===== config.mk =====
export PLATFORM = sky130hd
export DESIGN_NAME = multi_dataflow_engine_adapter_flat
export DESIGN_NICKNAME = d
export VERILOG_FILES = /design/src/rtl/multi_dataflow_engine_adapter_if.sv /design/src/rtl/multi_dataflow_engine_adapter.sv /design/src/flat_wrapper.sv
export SDC_FILE = /design/constraint.sdc
export NUM_CORES = 1
export LEC_CHECK = 0
export ABC_AREA = 1
export ABC_CLOCK_PERIOD_IN_PS = 5200
export CAP_MARGIN = 20
export CORE_AREA = 4 4 193 195
export CTS_CLUSTER_SIZE = 12
export DETAILED_ROUTE_END_ITERATION = 10
export DIE_AREA = 0 0 197 199
export PLACE_DENSITY_LB_ADDON = 0.05
export SLEW_MARGIN = 10
export SYNTH_ARGS = -nofsm -noshare
export SYNTH_HDL_FRONTEND = slang
export SYNTH_SLANG_ARGS = --single-unit

===== constraint.sdc =====
create_clock -name clk_i -period 5.2 [get_ports clk_i]
set_clock_uncertainty 0.2 [all_clocks]
set_input_delay 0.52 -clock clk_i [delete_from_list [all_inputs] [get_ports clk_i]]
set_output_delay 0.52 -clock clk_i [all_outputs]
set_load 0.03 [all_outputs]

===== src/rtl/multi_dataflow_engine_adapter_if.sv =====
// Stream, configuration and status bundle between the multi_dataflow streamer/controller
// and the engine adapter. The slave modport is the adapter's view.
interface multi_dataflow_engine_adapter_if #(
    parameter int DATA_WIDTH = 32,
    parameter int CNT_WIDTH  = 32
);
    logic                  clear_i;
    logic                  start_i;
    logic [CNT_WIDTH-1:0]  cnt_limit_i;
    logic [31:0]           reg_simple_mul_i;
    logic [31:0]           reg_shift_i;
    logic [31:0]           reg_len_i;
    logic [31:0]           kernel_simple_mul_o;
    logic [31:0]           kernel_shift_o;
    logic [31:0]           kernel_len_o;

    logic [DATA_WIDTH-1:0] in0_data_i, in1_data_i, in2_data_i;
    logic                  in0_valid_i, in1_valid_i, in2_valid_i;
    logic                  in0_ready_o, in1_ready_o, in2_ready_o;
    logic [DATA_WIDTH-1:0] kernel_in0_data_o, kernel_in1_data_o, kernel_in2_data_o;
    logic                  kernel_in0_valid_o, kernel_in1_valid_o, kernel_in2_valid_o;
    logic                  kernel_in0_ready_i, kernel_in1_ready_i, kernel_in2_ready_i;

    logic [DATA_WIDTH-1:0] kernel_out0_data_i;
    logic                  kernel_out0_valid_i;
    logic                  kernel_out0_ready_o;
    logic [DATA_WIDTH-1:0] out0_data_o;
    logic                  out0_valid_o;
    logic                  out0_last_o;
    logic                  out0_ready_i;

    logic                  busy_o;
    logic                  done_o;

    modport slave (
        input  clear_i, start_i, cnt_limit_i,
        input  reg_simple_mul_i, reg_shift_i, reg_len_i,
        output kernel_simple_mul_o, kernel_shift_o, kernel_len_o,
        input  in0_data_i, in1_data_i, in2_data_i,
        input  in0_valid_i, in1_valid_i, in2_valid_i,
        output in0_ready_o, in1_ready_o, in2_ready_o,
        output kernel_in0_data_o, kernel_in1_data_o, kernel_in2_data_o,
        output kernel_in0_valid_o, kernel_in1_valid_o, kernel_in2_valid_o,
        input  kernel_in0_ready_i, kernel_in1_ready_i, kernel_in2_ready_i,
        input  kernel_out0_data_i, kernel_out0_valid_i,
        output kernel_out0_ready_o,
        output out0_data_o, out0_valid_o, out0_last_o,
        input  out0_ready_i,
        output busy_o, done_o
    );

    modport master (
        output clear_i, start_i, cnt_limit_i,
        output reg_simple_mul_i, reg_shift_i, reg_len_i,
        input  kernel_simple_mul_o, kernel_shift_o, kernel_len_o,
        output in0_data_i, in1_data_i, in2_data_i,
        output in0_valid_i, in1_valid_i, in2_valid_i,
        input  in0_ready_o, in1_ready_o, in2_ready_o,
        input  kernel_in0_data_o, kernel_in1_data_o, kernel_in2_data_o,
        input  kernel_in0_valid_o, kernel_in1_valid_o, kernel_in2_valid_o,
        output kernel_in0_ready_i, kernel_in1_ready_i, kernel_in2_ready_i,
        output kernel_out0_data_i, kernel_out0_valid_i,
        input  kernel_out0_ready_o,
        input  out0_data_o, out0_valid_o, out0_last_o,
        output out0_ready_i,
        input  busy_o, done_o
    );
endinterface


===== src/rtl/multi_dataflow_engine_adapter.sv =====
// Gates streamer<->kernel traffic to the running job, buffers kernel results in a
// 2-entry elastic FIFO, counts beats against the job limit and flags the last one.
module multi_dataflow_engine_adapter #(
    parameter int DATA_WIDTH = 32,
    parameter int CNT_WIDTH  = 32
) (
    input logic                          clk_i,
    input logic                          rst_ni,
    multi_dataflow_engine_adapter_if.slave bus
);

    typedef enum logic [1:0] {S_IDLE, S_RUN, S_DRAIN, S_DONE} state_t;

    state_t                r_state;
    logic                  r_busy;
    logic                  r_done;
    logic [CNT_WIDTH-1:0]  r_limit;
    logic [CNT_WIDTH-1:0]  r_in_cnt;
    logic [CNT_WIDTH-1:0]  r_out_cnt;
    logic [DATA_WIDTH-1:0] r_fifo [2];
    logic                  r_wr_ptr;
    logic                  r_rd_ptr;
    logic [1:0]            r_count;
    logic [31:0]           r_simple_mul;
    logic [31:0]           r_shift;
    logic [31:0]           r_len;

    logic w_run;
    logic w_k_ready;
    logic w_out_valid;
    logic w_push;
    logic w_pop;

    assign w_run       = (r_state == S_RUN);
    // Ready comes from registers only, so the sink's ready never reaches the kernel combinationally.
    assign w_k_ready   = w_run && (r_count != 2'd2);
    assign w_out_valid = (r_count != 2'd0);
    assign w_push      = bus.kernel_out0_valid_i && w_k_ready;
    assign w_pop       = w_out_valid && bus.out0_ready_i;

    assign bus.kernel_in0_data_o  = bus.in0_data_i;
    assign bus.kernel_in1_data_o  = bus.in1_data_i;
    assign bus.kernel_in2_data_o  = bus.in2_data_i;
    assign bus.kernel_in0_valid_o = w_run && bus.in0_valid_i;
    assign bus.kernel_in1_valid_o = w_run && bus.in1_valid_i;
    assign bus.kernel_in2_valid_o = w_run && bus.in2_valid_i;
    assign bus.in0_ready_o        = w_run && bus.kernel_in0_ready_i;
    assign bus.in1_ready_o        = w_run && bus.kernel_in1_ready_i;
    assign bus.in2_ready_o        = w_run && bus.kernel_in2_ready_i;

    assign bus.kernel_out0_ready_o = w_k_ready;
    assign bus.out0_valid_o        = w_out_valid;
    assign bus.out0_data_o         = r_fifo[r_rd_ptr];
    assign bus.out0_last_o         = w_out_valid && (r_out_cnt == r_limit - CNT_WIDTH'(1));

    assign bus.kernel_simple_mul_o = r_simple_mul;
    assign bus.kernel_shift_o      = r_shift;
    assign bus.kernel_len_o        = r_len;
    assign bus.busy_o              = r_busy;
    assign bus.done_o              = r_done;

    always_ff @(posedge clk_i) begin
        if (w_push) begin
            r_fifo[r_wr_ptr] <= bus.kernel_out0_data_i;
        end
    end

    always_ff @(posedge clk_i) begin
        if (!rst_ni || bus.clear_i) begin
            r_state      <= S_IDLE;
            r_busy       <= 1'b0;
            r_done       <= 1'b0;
            r_limit      <= '0;
            r_in_cnt     <= '0;
            r_out_cnt    <= '0;
            r_wr_ptr     <= 1'b0;
            r_rd_ptr     <= 1'b0;
            r_count      <= 2'd0;
            r_simple_mul <= '0;
            r_shift      <= '0;
            r_len        <= '0;
        end else begin
            if (w_push) begin
                r_wr_ptr <= ~r_wr_ptr;
                r_in_cnt <= r_in_cnt + CNT_WIDTH'(1);
            end
            if (w_pop) begin
                r_rd_ptr  <= ~r_rd_ptr;
                r_out_cnt <= r_out_cnt + CNT_WIDTH'(1);
            end
            r_count <= r_count + {1'b0, w_push} - {1'b0, w_pop};
            r_done  <= 1'b0;

            unique case (r_state)
                S_IDLE: begin
                    if (bus.start_i) begin
                        r_busy <= 1'b1;
                        if (bus.cnt_limit_i == '0) begin
                            r_state <= S_DONE;
                            r_done  <= 1'b1;
                        end else begin
                            r_state      <= S_RUN;
                            r_limit      <= bus.cnt_limit_i;
                            r_in_cnt     <= '0;
                            r_out_cnt    <= '0;
                            r_simple_mul <= bus.reg_simple_mul_i;
                            r_shift      <= bus.reg_shift_i;
                            r_len        <= bus.reg_len_i;
                        end
                    end
                end
                S_RUN: begin
                    if (w_push && (r_in_cnt + CNT_WIDTH'(1) == r_limit)) begin
                        r_state <= S_DRAIN;
                    end
                end
                S_DRAIN: begin
                    // No pushes happen here, so popping the only entry empties the FIFO.
                    if (w_pop && (r_count == 2'd1)) begin
                        r_state <= S_DONE;
                        r_done  <= 1'b1;
                    end
                end
                S_DONE: begin
                    r_state <= S_IDLE;
                    r_busy  <= 1'b0;
                end
                default: begin
                    r_state <= S_IDLE;
                    r_busy  <= 1'b0;
                end
            endcase
        end
    end

endmodule


===== src/flat_wrapper.sv =====
// flat-port wrapper written by rule: the top's interface ports become plain ports
module multi_dataflow_engine_adapter_flat 
#(
    parameter int DATA_WIDTH = 32,
    parameter int CNT_WIDTH  = 32
)
  (clk_i, rst_ni, bus_clear_i, bus_start_i, bus_cnt_limit_i, bus_reg_simple_mul_i, bus_reg_shift_i, bus_reg_len_i, bus_kernel_simple_mul_o, bus_kernel_shift_o, bus_kernel_len_o, bus_in0_data_i, bus_in1_data_i, bus_in2_data_i, bus_in0_valid_i, bus_in1_valid_i, bus_in2_valid_i, bus_in0_ready_o, bus_in1_ready_o, bus_in2_ready_o, bus_kernel_in0_data_o, bus_kernel_in1_data_o, bus_kernel_in2_data_o, bus_kernel_in0_valid_o, bus_kernel_in1_valid_o, bus_kernel_in2_valid_o, bus_kernel_in0_ready_i, bus_kernel_in1_ready_i, bus_kernel_in2_ready_i, bus_kernel_out0_data_i, bus_kernel_out0_valid_i, bus_kernel_out0_ready_o, bus_out0_data_o, bus_out0_valid_o, bus_out0_last_o, bus_out0_ready_i, bus_busy_o, bus_done_o);
  multi_dataflow_engine_adapter_if #(.DATA_WIDTH(DATA_WIDTH), .CNT_WIDTH(CNT_WIDTH)) bus_i ();
  input logic clk_i;
  input logic rst_ni;
  input wire logic [$bits(bus_i.clear_i)-1:0] bus_clear_i;
  input wire logic [$bits(bus_i.start_i)-1:0] bus_start_i;
  input wire logic [$bits(bus_i.cnt_limit_i)-1:0] bus_cnt_limit_i;
  input wire logic [$bits(bus_i.reg_simple_mul_i)-1:0] bus_reg_simple_mul_i;
  input wire logic [$bits(bus_i.reg_shift_i)-1:0] bus_reg_shift_i;
  input wire logic [$bits(bus_i.reg_len_i)-1:0] bus_reg_len_i;
  output wire logic [$bits(bus_i.kernel_simple_mul_o)-1:0] bus_kernel_simple_mul_o;
  output wire logic [$bits(bus_i.kernel_shift_o)-1:0] bus_kernel_shift_o;
  output wire logic [$bits(bus_i.kernel_len_o)-1:0] bus_kernel_len_o;
  input wire logic [$bits(bus_i.in0_data_i)-1:0] bus_in0_data_i;
  input wire logic [$bits(bus_i.in1_data_i)-1:0] bus_in1_data_i;
  input wire logic [$bits(bus_i.in2_data_i)-1:0] bus_in2_data_i;
  input wire logic [$bits(bus_i.in0_valid_i)-1:0] bus_in0_valid_i;
  input wire logic [$bits(bus_i.in1_valid_i)-1:0] bus_in1_valid_i;
  input wire logic [$bits(bus_i.in2_valid_i)-1:0] bus_in2_valid_i;
  output wire logic [$bits(bus_i.in0_ready_o)-1:0] bus_in0_ready_o;
  output wire logic [$bits(bus_i.in1_ready_o)-1:0] bus_in1_ready_o;
  output wire logic [$bits(bus_i.in2_ready_o)-1:0] bus_in2_ready_o;
  output wire logic [$bits(bus_i.kernel_in0_data_o)-1:0] bus_kernel_in0_data_o;
  output wire logic [$bits(bus_i.kernel_in1_data_o)-1:0] bus_kernel_in1_data_o;
  output wire logic [$bits(bus_i.kernel_in2_data_o)-1:0] bus_kernel_in2_data_o;
  output wire logic [$bits(bus_i.kernel_in0_valid_o)-1:0] bus_kernel_in0_valid_o;
  output wire logic [$bits(bus_i.kernel_in1_valid_o)-1:0] bus_kernel_in1_valid_o;
  output wire logic [$bits(bus_i.kernel_in2_valid_o)-1:0] bus_kernel_in2_valid_o;
  input wire logic [$bits(bus_i.kernel_in0_ready_i)-1:0] bus_kernel_in0_ready_i;
  input wire logic [$bits(bus_i.kernel_in1_ready_i)-1:0] bus_kernel_in1_ready_i;
  input wire logic [$bits(bus_i.kernel_in2_ready_i)-1:0] bus_kernel_in2_ready_i;
  input wire logic [$bits(bus_i.kernel_out0_data_i)-1:0] bus_kernel_out0_data_i;
  input wire logic [$bits(bus_i.kernel_out0_valid_i)-1:0] bus_kernel_out0_valid_i;
  output wire logic [$bits(bus_i.kernel_out0_ready_o)-1:0] bus_kernel_out0_ready_o;
  output wire logic [$bits(bus_i.out0_data_o)-1:0] bus_out0_data_o;
  output wire logic [$bits(bus_i.out0_valid_o)-1:0] bus_out0_valid_o;
  output wire logic [$bits(bus_i.out0_last_o)-1:0] bus_out0_last_o;
  input wire logic [$bits(bus_i.out0_ready_i)-1:0] bus_out0_ready_i;
  output wire logic [$bits(bus_i.busy_o)-1:0] bus_busy_o;
  output wire logic [$bits(bus_i.done_o)-1:0] bus_done_o;
  assign bus_i.clear_i = bus_clear_i;
  assign bus_i.start_i = bus_start_i;
  assign bus_i.cnt_limit_i = bus_cnt_limit_i;
  assign bus_i.reg_simple_mul_i = bus_reg_simple_mul_i;
  assign bus_i.reg_shift_i = bus_reg_shift_i;
  assign bus_i.reg_len_i = bus_reg_len_i;
  assign bus_kernel_simple_mul_o = bus_i.kernel_simple_mul_o;
  assign bus_kernel_shift_o = bus_i.kernel_shift_o;
  assign bus_kernel_len_o = bus_i.kernel_len_o;
  assign bus_i.in0_data_i = bus_in0_data_i;
  assign bus_i.in1_data_i = bus_in1_data_i;
  assign bus_i.in2_data_i = bus_in2_data_i;
  assign bus_i.in0_valid_i = bus_in0_valid_i;
  assign bus_i.in1_valid_i = bus_in1_valid_i;
  assign bus_i.in2_valid_i = bus_in2_valid_i;
  assign bus_in0_ready_o = bus_i.in0_ready_o;
  assign bus_in1_ready_o = bus_i.in1_ready_o;
  assign bus_in2_ready_o = bus_i.in2_ready_o;
  assign bus_kernel_in0_data_o = bus_i.kernel_in0_data_o;
  assign bus_kernel_in1_data_o = bus_i.kernel_in1_data_o;
  assign bus_kernel_in2_data_o = bus_i.kernel_in2_data_o;
  assign bus_kernel_in0_valid_o = bus_i.kernel_in0_valid_o;
  assign bus_kernel_in1_valid_o = bus_i.kernel_in1_valid_o;
  assign bus_kernel_in2_valid_o = bus_i.kernel_in2_valid_o;
  assign bus_i.kernel_in0_ready_i = bus_kernel_in0_ready_i;
  assign bus_i.kernel_in1_ready_i = bus_kernel_in1_ready_i;
  assign bus_i.kernel_in2_ready_i = bus_kernel_in2_ready_i;
  assign bus_i.kernel_out0_data_i = bus_kernel_out0_data_i;
  assign bus_i.kernel_out0_valid_i = bus_kernel_out0_valid_i;
  assign bus_kernel_out0_ready_o = bus_i.kernel_out0_ready_o;
  assign bus_out0_data_o = bus_i.out0_data_o;
  assign bus_out0_valid_o = bus_i.out0_valid_o;
  assign bus_out0_last_o = bus_i.out0_last_o;
  assign bus_i.out0_ready_i = bus_out0_ready_i;
  assign bus_busy_o = bus_i.busy_o;
  assign bus_done_o = bus_i.done_o;
  multi_dataflow_engine_adapter #(.DATA_WIDTH(DATA_WIDTH), .CNT_WIDTH(CNT_WIDTH)) u_core (.clk_i(clk_i), .rst_ni(rst_ni), .bus(bus_i));
endmodule

==> metrics.txt <==
vias in the first global route between 10000 and 15000; reg2reg end u_core.r_state[1]$_SDFFE_PP0P_; LEAKAGE 6.62 nW; R2R cell count 19; slew margin rel. 0.494; Post-DP HPWL between 30000 and 40000 um; largest net degree at the start of global routing 79; Peak Freq approximately 0.23 GHz; Die Height between 150 and 200 um; Post-CTS Resized 0; Worst-Margin Slew 758 ps; utilization after layout 0.484; Hold Vio Cnt, Final 0; Yosys top cell by area dfxtp_1; Post-CTS Setup Bufs 0; maximum clock path buffer count 3; first-pass GRT wire length 65300 um; Root Driver clkbuf_16; RSZ-0062 raised after global routing no; Distinct cells, synth 40; Via Count 11700; cts bufs inserted 31; routed length per instance 17.6 um; largest driver fanout on the critical path 4; CP Class register to output pin; initial antenna violation count 3; Yosys top cell area share 0.303; startpoint types register; Worst EP arrival 3670 ps; Worst Setup SP u_core.r_limit[0]$_SDFFE_PP0P_; Slew Limit Fails 0; Syn Nets 2005; outcome finished clean; Seq/Total Area, Yosys 0.448; IO Pins approximately 500; Ys Warns 0; share of cells above drive strength 1 0.0706; Sink Count 265; Power Dens Cells 296 nW/um^2; hold-fix buffers at CTS 0; synthesized instance count 1728; CTS H-tree lvls 1; Antenna Nets Post-Route 0; Worst Hold Class register to register; Global Route Usage Sum 0.210; TritonCTS clock tree done; Period minus WS final between 4000 and 5000 ps; MaxCap Viol Count 0; Synth Cell Area 13300 um^2; Post-Route WL 42600 um; Post-layout nets 2209; GP Congestion 0.905; peak supply drop 0.261 mV; count of final setup violators 0; Initial Utilization 0.375; Clock Latency Late Sink 560 ps; flop-to-flop setup slack around 2100 ps; final worst-path cycle share 0.845; die span in x 197 um; Initial DRT Pass Iterations 5; critical path capture point type output pin; Fillers 3509; Synth area leaders dfxtp_1 30%, edfxtp_1 14%, nor2_1 10%, nand2_1 8.3%, o21ai_0 5.8%; port bufs 310; worst r2r src u_core.r_state[1]$_SDFFE_PP0P_; Reg clk slew, reported paths about 60 ps; GRT Residual Overflow 0; die area 39200 um^2; area grow syn2layout 29.0%; Avg Inst Size Synth 7.68 um^2; WP data required 4480 ps; Core Region 35400 um^2; row cnt 69; number of synthesized register bits 265; drc violations 0; initial drt markers 559; Via-to-Cell Ratio around 4.8; Worst setup endpoint bus_out0_last_o; Sum Neg Setup Slack 0 ps
kinds of logic (layout without fill, tap and decap cells):
logic type,count (synthesis),count (layout),share of synthesized area
buf+inv,285,513,0.108
other cells,0,3,0
simple gates,832,832,0.267
fa+ha+maj,9,9,0.00848
compound gates,231,231,0.0901
mux,33,33,0.0280
xor+xnor,73,73,0.0502
flops,265,265,0.448
state kept, by name, summed over array words and instances, names as in the netlist, named ones only:
signal / flops
u_core.bus.busy_o: 1
u_core.bus.done_o: 1
u_core.bus.kernel_len_o: 32
u_core.bus.kernel_shift_o: 32
u_core.bus.kernel_simple_mul_o: 32
u_core.r_count: 2
u_core.r_fifo: 64
u_core.r_in_cnt: 32
u_core.r_limit: 32
u_core.r_out_cnt: 32
u_core.r_rd_ptr: 1
u_core.r_state: 2
u_core.r_wr_ptr: 1
cells in the final DEF, fill, tap and decap left out, types with 6 or more instances in the layout:
master / n
dfxtp_1: 201
inv_2: 6
clkdlybuf4s50_1: 310
nand2_1: 292
clkbuf_1: 12
buf_4: 14
clkbuf_16: 31
xnor2_1: 17
ha_1: 9
o21ai_0: 155
edfxtp_1: 64
nor2_4: 9
xor2_1: 54
mux2_2: 33
a21oi_1: 57
nor2_1: 351
nor4_1: 12
nor2_2: 13
nand4_1: 19
a211oi_1: 9
nand3b_1: 8
nand2_2: 7
nand3_1: 90
nor3_1: 18
inv_1: 122
clkinv_2: 7
worst min path at each step:
| stage | startpoint | end | slack, ps | cells after the start |
|---|---|---|---|---|
| floorplan | u_core.r_rd_ptr$_SDFFE_PP0P_ | register | 230 | 1 |
| global placement | u_core.r_rd_ptr$_SDFFE_PP0P_ | u_core.r_rd_ptr$_SDFFE_PP0P_ | 240 | 1 |
| finish | u_core.r_rd_ptr$_SDFFE_PP0P_ | u_core.r_rd_ptr$_SDFFE_PP0P_ | 260 | 1 |
| global route | u_core.r_rd_ptr$_SDFFE_PP0P_ | u_core.r_rd_ptr$_SDFFE_PP0P_ | 290 | 1 |
| CTS | u_core.r_rd_ptr$_SDFFE_PP0P_ | u_core.r_rd_ptr$_SDFFE_PP0P_ | 260 | 1 |
| detailed placement | u_core.r_rd_ptr$_SDFFE_PP0P_ | u_core.r_rd_ptr$_SDFFE_PP0P_ | 250 | 1 |
layout make-up:
class	count	area, um^2	share of cell area
Multi-Input combinational cell	1178	5910	0.345
Clock buffer	47	876	0.0512
Clock inverter	10	76.3	0.00446
Sequential cell	265	5950	0.347
Timing Repair Buffer	325	3230	0.189
Antenna cell	3	7.51	0.000439
Inverter	131	495	0.0289
Tap cell	461	577	0.0337
synthesized netlist by cell type:
master,n
ha_1,9
clkinv_1,1
a31oi_1,2
nor2_2,11
inv_1,122
buf_2,2
xnor2_1,17
nor3b_1,1
nand4_1,19
dfxtp_1,201
buf_1,4
xnor3_1,2
mux2_2,33
nand2_2,7
nor4_1,12
nor2_8,2
and2_1,2
clkinv_2,1
nor2_1,355
xor2_1,54
a21boi_0,1
edfxtp_1,64
nor3_2,3
nor2_4,7
nand2_4,2
nor3_1,18
o21ai_0,155
nand3b_1,8
clkbuf_1,52
buf_4,96
o21a_1,2
inv_2,7
or2_2,3
a21oi_1,57
a211oi_1,9
o21ai_1,2
nand3_1,90
nand2_1,292
o21bai_1,2
o211ai_1,1
per-stage QoR:
step | setup WS [ps] | instance area, um^2 | hold WS [ps] | total power (W) | instances
floorplan | 1780 | 13300 | 225 | 0.00283 | 1728
global placement | 827 | 16100 | 235 | 0.00306 | 2359
detailed placement | 1060 | 16200 | 245 | 0.00306 | 2360
CTS | 717 | 17100 | 255 | 0.00514 | 2417
global route | 440 | 17100 | 288 | 0.00529 | 2420
finish | 807 | 17100 | 261 | 0.00507 | 2420
routing by layer:
metal	vias up	part of all wire	global-route usage
met1	5325	0.42	0.265
met3	71	0.078	0.0611
met5	-	0	0
li1	5920	-	-
met4	0	0.027	0.0586
met2	380	0.47	0.353
report_power, final:
group / total, W / switching (W) / leakage, nW / internal (W)
sequential: 0.00223 / 0.0000546 / 2.21 / 0.00218
clock: 0.00205 / 0.000851 / 0.470 / 0.00120
combinational: 0.000782 / 0.000451 / 3.94 / 0.000332
total: 0.00507 / 0.00136 / 6.62 / 0.00371
critical path: stages (launching register included):
cell	delay, ps
dfxtp_1	340
inv_1	120
ha_1	210
nand3_1	160
nor2_1	200
nand2_1	150
nor2_2	160
nand3_1	190
nor3_1	240
nand2_1	100
xor2_1	150
nor2_1	100
nand4_1	70
nor3_1	210
clkdlybuf4s50_1	720
Note: power is estimated with default switching activity, not from simulation.
